**src/rtl/if_stage_pkg.sv**
```systemverilog
// Shared constants and types for the instruction-fetch stage.
package if_stage_pkg;

    localparam logic [31:0] DEF_RESET_PC  = 32'hBFC0_0000;
    localparam int          DEF_BR_BUS_WD = 33;
    localparam int          IF_TO_ID_WD   = 65;
    localparam logic [31:0] EXC_VECTOR    = 32'hBFC0_0380;

endpackage

```
**src/rtl/if_pc_next.sv**
```systemverilog
// Next fetch PC selection: a deferred branch first, then a live branch, then sequential.
module if_pc_next
    import if_stage_pkg::*;
(
    input  logic [31:0] i_pc,
    input  logic        i_br_pending,
    input  logic [31:0] i_br_target,
    input  logic        i_br_e,
    input  logic [31:0] i_br_addr,
    output logic [31:0] o_next_pc
);

    always_comb begin
        o_next_pc = i_pc + 32'd4;
        if (i_br_pending) begin
            o_next_pc = i_br_target;
        end else if (i_br_e) begin
            o_next_pc = i_br_addr;
        end
    end

endmodule

```
**src/rtl/if_stage.sv**
```systemverilog
// Instruction-fetch stage: fetch PC, instruction SRAM interface, IF/ID register,
// delay-slot branch redirect, stall handling and flush.
module if_stage
    import if_stage_pkg::*;
#(
    parameter logic [31:0] RESET_PC  = DEF_RESET_PC,
    parameter int          BR_BUS_WD = DEF_BR_BUS_WD
)
(
    input  logic                 clk,
    input  logic                 resetn,
    input  logic                 stall_f,
    input  logic                 stall_d,
    input  logic                 flush,
    input  logic [31:0]          new_pc,
    input  logic [BR_BUS_WD-1:0] br_bus,
    input  logic                 id_is_branch,
    output logic                 inst_sram_en,
    output logic [3:0]           inst_sram_wen,
    output logic [31:0]          inst_sram_addr,
    output logic [31:0]          inst_sram_wdata,
    input  logic [31:0]          inst_sram_rdata,
    output logic [31:0]          id_pc,
    output logic [31:0]          id_inst,
    output logic                 id_ce,
    output logic                 id_in_delayslot
);

    logic        r_ce;
    logic [31:0] r_pc;
    logic        r_br_pending;
    logic [31:0] r_br_target;
    logic [31:0] r_id_pc;
    logic        r_id_ce;
    logic        r_id_ds;
    logic        r_buf_valid;
    logic [31:0] r_inst_buf;

    logic                   w_br_e;
    logic [31:0]            w_br_addr;
    logic                   w_advance;
    logic                   w_fetch_en;
    logic [31:0]            w_next_pc;
    logic [31:0]            w_id_inst;
    logic [IF_TO_ID_WD-1:0] w_if_to_id;

    assign w_br_e     = br_bus[BR_BUS_WD-1];
    assign w_br_addr  = br_bus[31:0];
    assign w_advance  = r_ce & ~stall_f & ~stall_d;
    assign w_fetch_en = r_ce & (r_pc[1:0] == 2'b00);

    if_pc_next u_pc_next (
        .i_pc         (r_pc),
        .i_br_pending (r_br_pending),
        .i_br_target  (r_br_target),
        .i_br_e       (w_br_e),
        .i_br_addr    (w_br_addr),
        .o_next_pc    (w_next_pc)
    );

    // A branch resolved while fetch is frozen is parked until the PC can move.
    always_ff @(posedge clk) begin
        if (!resetn) begin
            r_pc         <= RESET_PC;
            r_ce         <= 1'b0;
            r_br_pending <= 1'b0;
            r_br_target  <= 32'd0;
        end else if (flush) begin
            r_pc         <= new_pc;
            r_ce         <= 1'b1;
            r_br_pending <= 1'b0;
        end else begin
            r_ce <= 1'b1;
            if (w_advance) begin
                r_pc         <= w_next_pc;
                r_br_pending <= 1'b0;
            end else if (!stall_d && w_br_e) begin
                r_br_pending <= 1'b1;
                r_br_target  <= w_br_addr;
            end
        end
    end

    always_ff @(posedge clk) begin
        if (!resetn || flush) begin
            r_id_pc <= 32'd0;
            r_id_ce <= 1'b0;
            r_id_ds <= 1'b0;
        end else if (!stall_d) begin
            if (!stall_f) begin
                r_id_pc <= r_pc;
                r_id_ce <= w_fetch_en;
                r_id_ds <= id_is_branch & r_id_ce;
            end else begin
                r_id_pc <= 32'd0;
                r_id_ce <= 1'b0;
                r_id_ds <= 1'b0;
            end
        end
    end

    // While ID is held the SRAM re-reads the held PC, so the ID word is captured once.
    always_ff @(posedge clk) begin
        if (!resetn) begin
            r_buf_valid <= 1'b0;
            r_inst_buf  <= 32'd0;
        end else if (flush || !stall_d) begin
            r_buf_valid <= 1'b0;
        end else if (!r_buf_valid && r_id_ce) begin
            r_buf_valid <= 1'b1;
            r_inst_buf  <= inst_sram_rdata;
        end
    end

    assign w_id_inst  = r_buf_valid ? r_inst_buf : (r_id_ce ? inst_sram_rdata : 32'd0);
    assign w_if_to_id = {r_id_pc, w_id_inst, r_id_ce};

    assign {id_pc, id_inst, id_ce} = w_if_to_id;
    assign id_in_delayslot = r_id_ds;
    assign inst_sram_en    = w_fetch_en;
    assign inst_sram_addr  = r_pc;
    assign inst_sram_wen   = 4'd0;
    assign inst_sram_wdata = 32'd0;

endmodule

```
**config.mk**
```make
export PLATFORM = sky130hd
export DESIGN_NAME = if_stage
export DESIGN_NICKNAME = d
export VERILOG_FILES = /design/src/rtl/if_stage_pkg.sv /design/src/rtl/if_pc_next.sv /design/src/rtl/if_stage.sv
export SDC_FILE = /design/constraint.sdc
export NUM_CORES = 1
export LEC_CHECK = 0
export BUFFER_PORTS_ARGS = -buffer_cell sky130_fd_sc_hd__buf_2
export CAP_MARGIN = 20
export CORE_UTILIZATION = 46
export CTS_CLUSTER_DIAMETER = 100
export DETAILED_ROUTE_END_ITERATION = 8
export MAX_ROUTING_LAYER = met4
export PLACE_DENSITY = 0.82
export SYNTH_ARGS = -nofsm -noshare
export SYNTH_HDL_FRONTEND = slang
export SYNTH_SLANG_ARGS = --single-unit
```
**constraint.sdc**
```tcl
create_clock -name clk -period 1.7 [get_ports clk]
set_input_delay 0.34 -clock clk [delete_from_list [all_inputs] [get_ports clk]]
set_output_delay 0.34 -clock clk [all_outputs]
set_load 0.005 [all_outputs]
```
; ---- Word-level counts from Yosys, hierarchy flattened
; Cells that the tools add are included.
[word_totals]
register_bits = 133
word_cells = 43
output_inout_bits = 135
in_bits = 103
[classes]
bitwise_logic = 10
addsub = 1
mux = 10
n_reduce_logical = 13
[op_table]
columns = cell, count
row1 = $mux W32, 7
row2 = $add A32 B3 Y32 const B, 1
row3 = $not A1 Y1, 6
row4 = $and A1 B1 Y1, 4
row5 = $logic_not A1 Y1, 3
row6 = $mux W1, 3
row7 = $reduce_and A3 Y1, 1
row8 = $reduce_or A3 Y1, 1
row9 = $logic_and A1 B1 Y1, 2
row10 = $logic_not A2 Y1, 1
row11 = $logic_or A1 B1 Y1, 2
row12 = $reduce_and A2 Y1, 1
row13 = $reduce_bool A2 Y1, 1
row14 = $reduce_or A2 Y1, 1

; ---- Longest topological paths before layout
; Gate-level depths: netlist of run 1.
[depth]
word_depth = 5
mapped_depth = 9
ltp_nobuf = 6

; ---- Modules after synthesis
; From an unflattened synthesis of run 1, not the netlist that was laid out.
[unflattened]
hier_cells = 877
area_unflattened_um2 = 7241.9
[by_module_without_submodules]
columns = module, cells_per_inst, area_per_inst_um2, n_inst, seq_area_each_um2
row1 = if_stage, 684, 5989.5, 1, 2662.6
row2 = if_pc_next, 193, 1252.5, 1, 0.0

; ---- Worst setup path before layout of run 1
; Ideal clock, no wire load.
[synth_path]
kind = register to register
startpoint = reg r_pc[2], in the netlist inst_sram_addr[2]
endpoint = reg r_pc[20], in the netlist inst_sram_addr[20]
setup_time_ps = 122
stages_incl_launch_ff = 7
path_slack_ps = -47
path_buffers = 0
required_ps = 1578
arrival_time_ps = 1626
synth_period_minus_slack_ps = 1747
path_cell_list = dfxtp_1 ha_1 nand3_1 nor4_4 nand3_1 xnor2_1 o311a_1
[synth_between]
elab_chain_len = 5
[synth_lines]
columns = item, line_no
row1 = "start, declared", if_stage.sv:30  ; logic [31:0] r_pc;
row2 = "start signal, assigned", if_stage.sv:69  ; r_pc <= new_pc;
row3 = "start signal, assigned", if_stage.sv:75  ; r_pc <= w_next_pc;
row4 = $add A32 B3 Y32, if_pc_next.sv:14  ; o_next_pc = i_pc + 32'd4;
row5 = $mux W32, if_pc_next.sv:17  ; end else if (i_br_e) begin
row6 = $mux W32, if_pc_next.sv:15  ; if (i_br_pending) begin
row7 = $mux W32, if_stage.sv:74  ; if (w_advance) begin
row8 = $mux W32, if_stage.sv:68  ; end else if (flush) begin
; Every way passes these cells. The select of a mux whose other input is x is not followed.
; A chain may end at the register's enable or synchronous reset.

; ---- Final worst setup path of run 1
[layout_path]
startpoint = reg r_id_ce, in the netlist id_ce
endpoint = out id_inst[15]
[layout_between]
elab_chain_len = 2
[layout_lines]
columns = item, line_no
row1 = "start, declared", if_stage.sv:34  ; logic r_id_ce;
row2 = "start signal, assigned", if_stage.sv:92  ; r_id_ce <= w_fetch_en;
row3 = $mux W32 (2 in a row), if_stage.sv:115  ; assign w_id_inst = r_buf_valid ? r_inst_buf : (r_id_ce ? inst_sram_rdata : 32'd0);
row4 = "end, declared", if_stage.sv:24  ; output logic [31:0] id_inst,
; Every way passes these cells.

==> reports/qor.txt, run 1 <==
Status = finished, violations left
Failing checks = design-rule violations, negative setup slack
Synthesized area = 6960 um2
Element type at the critical path end = primary output
EDFF count, synth = 0
Yosys top cell by area = dfxtp_1
Via-per-instance ratio = 5.77
Peak supply drop = 0.000729 V
Final period util = 108%
Unrepaired setup endpoints after global routing = true
Max_cap viols = 0
Initial core utilization = 47.6%
TritonCTS clock tree = yes
Share of post-route cells with drive strength above 1 = 33.4%
Reg clk slew, reported paths = 60 ps
Top cells by count, synth = 180 x nand2_1, 133 x dfxtp_1, 127 x a21oi_1
Final-report hold violation count = 0
DIE AREA = 15600 um2
F_max = 545 MHz
Die Height = 125 um
Area post-placement = 8600 um2
Leak = 4.15 nW
Post-CTS Hold Buffers = 0
WHS = 156 ps
CTS Buf Count = 17
Pwr/cell area = 846 nW/um2
Crit path time final = 1840 ps
Final wirelength = 24700 um
Flops & latches, synth = 133
Design area = 9610 um2
DRT antenna net count = 0
Sequential share of the synthesized area = 38.2%
Synth unique cells = 63
CP required = 1360 ps
Rows = 44
Slew headroom = 61.6%
Initial antenna violation count = 3
Crit path max fanout = 8
Largest net degree at the start of global routing = 63
H-tree Lvls = 4
Clk buf depth = 2
Nets@finish = 1263
Yosys warns = 0
Avg Synthesized Cell Area = 7.67 um2
Final Skew = 5.86 ps
Clock root buffer = clkbuf_16
Synth Flop Type = dfxtp_1
First-pass GRT wire length = 37000 um
Tot Pwr = 8.13 mW
Clk_lat worst skew = 430 ps
Congestion Overflow GR = 0
Gp weighted congestion = 0.950
Port bufs = 201
WL per Instance = 18.2 um
Overall Global Routing Usage = 30.9%
Hold crit path type = in2reg
# DRC = 34
Via count = 7834
Crit path DAT = 1500 ps
Endpoints failing setup = 33
Vias in the first global route = 7014
Post-detail-place hpwl = 16500 um
Worst-Margin Slew = 575 ps
First-iteration detailed-routing DRC count = 954
CP Class = reg2out
First-pass detailed-route iteration total = 7
Asr flop ratio synth = 0%
Clock sinks = 133
Area Overhead vs Synth = 37.9%
CP startpoint kind = flip-flop
Mapped Cells = 908
Most frequent cell after synthesis = nand2_1
Slew Viols, Final = 0
IO Pins = 238
Die width = 125 um
Area contributors post-synth = dfxtp_1 38%, nand2_1 9.7%, a21oi_1 9.1%
Core area = 14600 um2
Top-area cell type share of the netlist area = 38.2%
Worst setup margin = -135 ps
## area by class of cell
cell class                 count  area, um2
clock inverter                12        130
sequential                   133       2700
antenna                        3       7.51
tap                          184        230
fill                        1166       5040
inverter                      12       45.0
multi-input combinational    690       3990
timing repair buffer         305       2050
clock buffer                  19        453
## report_power, final
part | total (mW) | internal [mW] | switching (mW)
clock | 3.66 | 2.22 | 1.43
sequential | 3.32 | 3.22 | 0.104
combinational | 1.15 | 0.499 | 0.651
total | 8.13 | 5.94 | 2.19
## metal layers
metal  wire [um]  share of wire, %  global-route usage [%]  vias up
li1            -                 -                       -     3626
met1       10300                41                    39.5     3612
met2       11000                44                    45.3      508
met3        2440               9.9                    7.66       88
met4        1080               4.4                    15.8        0
met5           0                 0                       -        -
## repair_timing
| item | 4_1_cts | 5_1_grt |
|---|---|---|
| endpoints found under the setup margin | 40 | 68 |
| gates cloned | 4 | 2 |
| gates resized for setup | 14 | 27 |
| pin swaps | 33 | 10 |
| buffers inserted | 4 | 10 |
## stage by stage
stage          utilization, %  cells  setup WS [ps]  TNS, ps
6_report                 65.6   1358           -135    -3470
3_3_place_gp             58.6   1303           -291   -12060
2_1_floorplan               -    943           1.26        0
4_1_cts                  63.9   1343           -125    -3300
5_1_grt                  65.6   1358           -186    -4870
3_5_place_dp             58.7   1304           -207    -6880
## registers in the layout (all words and copies together), names as in the netlist
| signal | count |
|---|---|
| r_br_pending | 1 |
| r_buf_valid | 1 |
| id_in_delayslot | 1 |
| r_ce | 1 |
| r_inst_buf | 32 |
| inst_sram_addr | 32 |
| id_pc | 32 |
| id_ce | 1 |
| r_br_target | 32 |
## worst paths after layout
check                           depth (start not counted)                 end  slack (ps)                 from
worst max register to register                          6  inst_sram_addr[17]         -10                 r_ce
worst max-delay path                                    5         id_inst[15]        -140                id_ce
worst min register to register                          2      r_br_target[5]         450       r_br_target[5]
worst min-delay path                                    3      r_inst_buf[15]         160  inst_sram_rdata[15]
## critical path, stage by stage, from the launching register on
cell and delay (ps):
dfxtp_4 340, nor2b_4 140, buf_6 130, buf_12 140, a22o_1 190, buf_2 120
## kinds of logic (layout without fill, tap and decap cells)
logic type / count (synthesis) / after routing / synth area share, %
other: 1 / 39 / 0.0538
adders and majority gates: 1 / 1 / 0.180
muxes: 9 / 9 / 1.29
buffers and inverters: 121 / 348 / 8.88
xor gates and xnor gates: 16 / 16 / 2.01
and+or+nand+nor: 357 / 358 / 25.3
DFF: 133 / 133 / 38.2
AOI/OAI and AO/OA: 270 / 270 / 24.1
## cell usage in the layout, fill, tap and decap left out, types with 11 or more instances in the layout
cell	n
nor3_1	13
nand3_1	13
a22o_1	34
buf_2	201
a31oi_1	11
buf_12	12
a21oi_1	127
clkbuf_16	19
o211ai_1	12
nor2_1	63
dfxtp_2	13
o21ai_0	34
buf_4	82
dfxtp_1	115
nor3b_1	28
conb_1	36
nand2_1	179
No activity file was read; power rests on OpenSTA's default activity.
==> run 2: changes to the inputs <==
--- a/config.mk
+++ b/config.mk
@@ -7,11 +7,15 @@
 export LEC_CHECK = 0
 export BUFFER_PORTS_ARGS = -buffer_cell sky130_fd_sc_hd__buf_2
 export CAP_MARGIN = 20
-export CORE_UTILIZATION = 46
+export CELL_PAD_IN_SITES_DETAIL_PLACEMENT = 1
+export CELL_PAD_IN_SITES_GLOBAL_PLACEMENT = 2
+export CORE_MARGIN = 2
+export CORE_UTILIZATION = 25
 export CTS_CLUSTER_DIAMETER = 100
 export DETAILED_ROUTE_END_ITERATION = 8
 export MAX_ROUTING_LAYER = met4
-export PLACE_DENSITY = 0.82
+export PLACE_DENSITY = 0.81
+export RECOVER_POWER = 25
 export SYNTH_ARGS = -nofsm -noshare
 export SYNTH_HDL_FRONTEND = slang
 export SYNTH_SLANG_ARGS = --single-unit
==> run 2 against run 1 <==
The run ends with negative setup slack left. Clock power increased by 8.7%. Final area increased by 5.5%. Critical path depth unchanged. Utilization decreased by 29 points. Via count decreased by 1.2%.
==> reports/qor.txt, run 2 (synthesis gave the netlist of run 1 again) <==
Clock sinks = 133 (unchanged)
Final period util = 108% (-0.46 points)
Most frequent cells in the layout = 191 x buf_2, 177 x nand2_1, 126 x a21oi_1, 113 x dfxtp_1, 90 x buf_4
Pwr/cell area = 842 nW/um2 (-0.46%)
Area Overhead vs Synth = 45.6%
P_sw = 2.39 mW (+8.9%)
F_max = 547 MHz (+0.43%)
Crit path from = id_ce
Setup Total Neg Slack = -3410 ps (+57.6 ps)
Crit path DAT = 1490 ps (about the same)
Design area = 10100 um2 (+5.5%)
Status = finished, violations left
Congestion Overflow GR = 0 (unchanged)
Element type at the critical path end = primary output
CP required = 1360 ps (about the same)
Core area = 27600 um2 (+89%)
Place WS = -462 ps (-255 ps)
Crit path time final = 1830 ps (-7.77 ps)
Endpoints failing setup = 42 (+27%)
WL per Instance = 19.3 um (+6.0%)
FILL cells = 3372 (+190%)
Max_cap viols = 0 (unchanged)
Clk_lat worst skew = 430 ps (about the same)
Hold path start = inst_sram_rdata[10]
Most common cell after layout, fill and taps aside = buf_2
Final-report hold violation count = 0 (unchanged)
WHS = 147 ps (-8.49 ps)
Gp weighted congestion = 0.864 (-9.0%)
Clock root buffer = clkbuf_16
H-tree Lvls = 4 (unchanged)
Peak supply drop = 0.000627 V (-14%)
Worst Hold Endpoint = r_inst_buf[10]
Worst flop-to-flop path startpoint = inst_sram_addr[9]
First-pass GRT wire length = 44400 um (+20%)
Final Skew = 11.6 ps (+5.76 ps)
Worst setup margin = -128 ps (+7.77 ps)
Worst-Margin Slew = 752 ps (+176 ps)
Switching Share = 27.9% (+0.99 points)
Leak = 4.28 nW (+3.2%)
Seq pwr share = 38.8% (-2.1 points)
Reg clk slew, reported paths = 70 ps (about the same)
Die width = 171 um (+37%)
Via count = 7742 (-1.2%)
Crit path max fanout = 8 (unchanged)
DRT antenna net count = 0 (unchanged)
CP startpoint kind = flip-flop
Area post-placement = 8940 um2 (+4.0%)
First-pass detailed-route iteration total = 5 (-2)
Largest net degree at the start of global routing = 68 (+7.9%)
Clk buf depth = 2 (unchanged)
Initial core utilization = 25.2% (-22 points)
IO Pins = 238 (unchanged)
Slew Viols, Final = 0 (unchanged)
Unrepaired setup endpoints after global routing = true
Worst hold stages = 3 (unchanged)
Final wirelength = 30400 um (+23%)
Worst Reg2Reg Path Length in Cells = 6 (unchanged)
DIE AREA = 29200 um2 (+87%)
CP Class = reg2out
R2R Path End = inst_sram_addr[20]
R2r setup slk = -110 ps (-100 ps)
First-iteration detailed-routing DRC count = 481 (-50%)
# DRC = 0 (-100%)
Initial antenna violation count = 5 (+2)
Die Height = 171 um (+37%)
Clock power frac = 46.6% (+1.6 points)
Hold crit path type = in2reg
Vias in the first global route = 7345 (+4.7%)
Rows = 61 (+39%)
TritonCTS clock tree = yes
Pint = 6.15 mW (+3.6%)
Comb pwr share = 14.6% (+0.5 points)
Port bufs = 201 (unchanged)
Overall Global Routing Usage = 20.7% (-10 points)
Share of post-route cells with drive strength above 1 = 35.4% (+2.0 points)
Post-CTS Hold Buffers = 0 (unchanged)
Via-per-instance ratio = 4.92 (-15%)
Failing checks = negative setup slack
Nets@finish = 1279 (+1.3%)
Slew headroom = 49.9% (-12 points)
Post-detail-place hpwl = 21200 um (+29%)
CTS Buf Count = 17 (unchanged)
[run 2: through the flow]
step	power [mW]	utilization, %	cells
after global placement	4.52	32.3	1512
after floorplan	3.96	-	943
final	8.54	36.7	1573
after detailed placement	4.53	32.3	1512
after CTS	8.59	35.9	1560
after global routing	8.87	36.7	1571
[run 2: final cells by class]
cell class,instances,area (um2),share of cell area (%)
Multi-Input combinational cell,689,4130,40.8
Antenna cell,7,17.5,0.173
Inverter,12,45.0,0.444
Sequential cell,133,2700,26.6
Clock inverter,13,168,1.65
Clock buffer,19,454,4.48
Timing Repair Buffer,322,2150,21.2
Tap cell,378,473,4.66
[run 2: how the worst max path moves through the flow]
stage	endpoint	slack, ps	depth (start not counted)
after CTS	id_inst[12]	-170	5
final	id_inst[4]	-130	5
after floorplan	inst_sram_addr[18]	1	8
after global placement	inst_sram_addr[22]	-400	8
after detailed placement	inst_sram_addr[22]	-460	8
after global routing	inst_sram_addr[29]	-200	7
[run 2: repair_timing]
action                     4_1_cts  5_1_grt
pin swaps                       38       35
resized for setup               42       43
cloned                           4        1
setup endpoints to repair       59       72
setup buffers                   12        8
[run 2: critical path, stage by stage, from the launching register on]
cell	delay (ps)
dfxtp_2	320
nor2b_4	140
buf_4	140
buf_12	130
a22o_1	210
buf_2	130
[run 2: layer usage]
layer | global-route usage (%) | vias up | routed length (um)
met5 | - | - | 0
met4 | 6.78 | 0 | 556
met3 | 3.17 | 31 | 1700
met2 | 30.7 | 248 | 13800
met1 | 28.9 | 3788 | 14300
li1 | - | 3675 | -
[run 2: power groups by stage]
stage	sequential, mW	clock, mW	combinational (mW)
floorplan	3.38	0	0.580
global placement	3.37	0	1.14
detailed placement	3.38	0	1.15
finish	3.31	3.98	1.25
global route	3.32	4.20	1.35
CTS	3.31	4.08	1.21
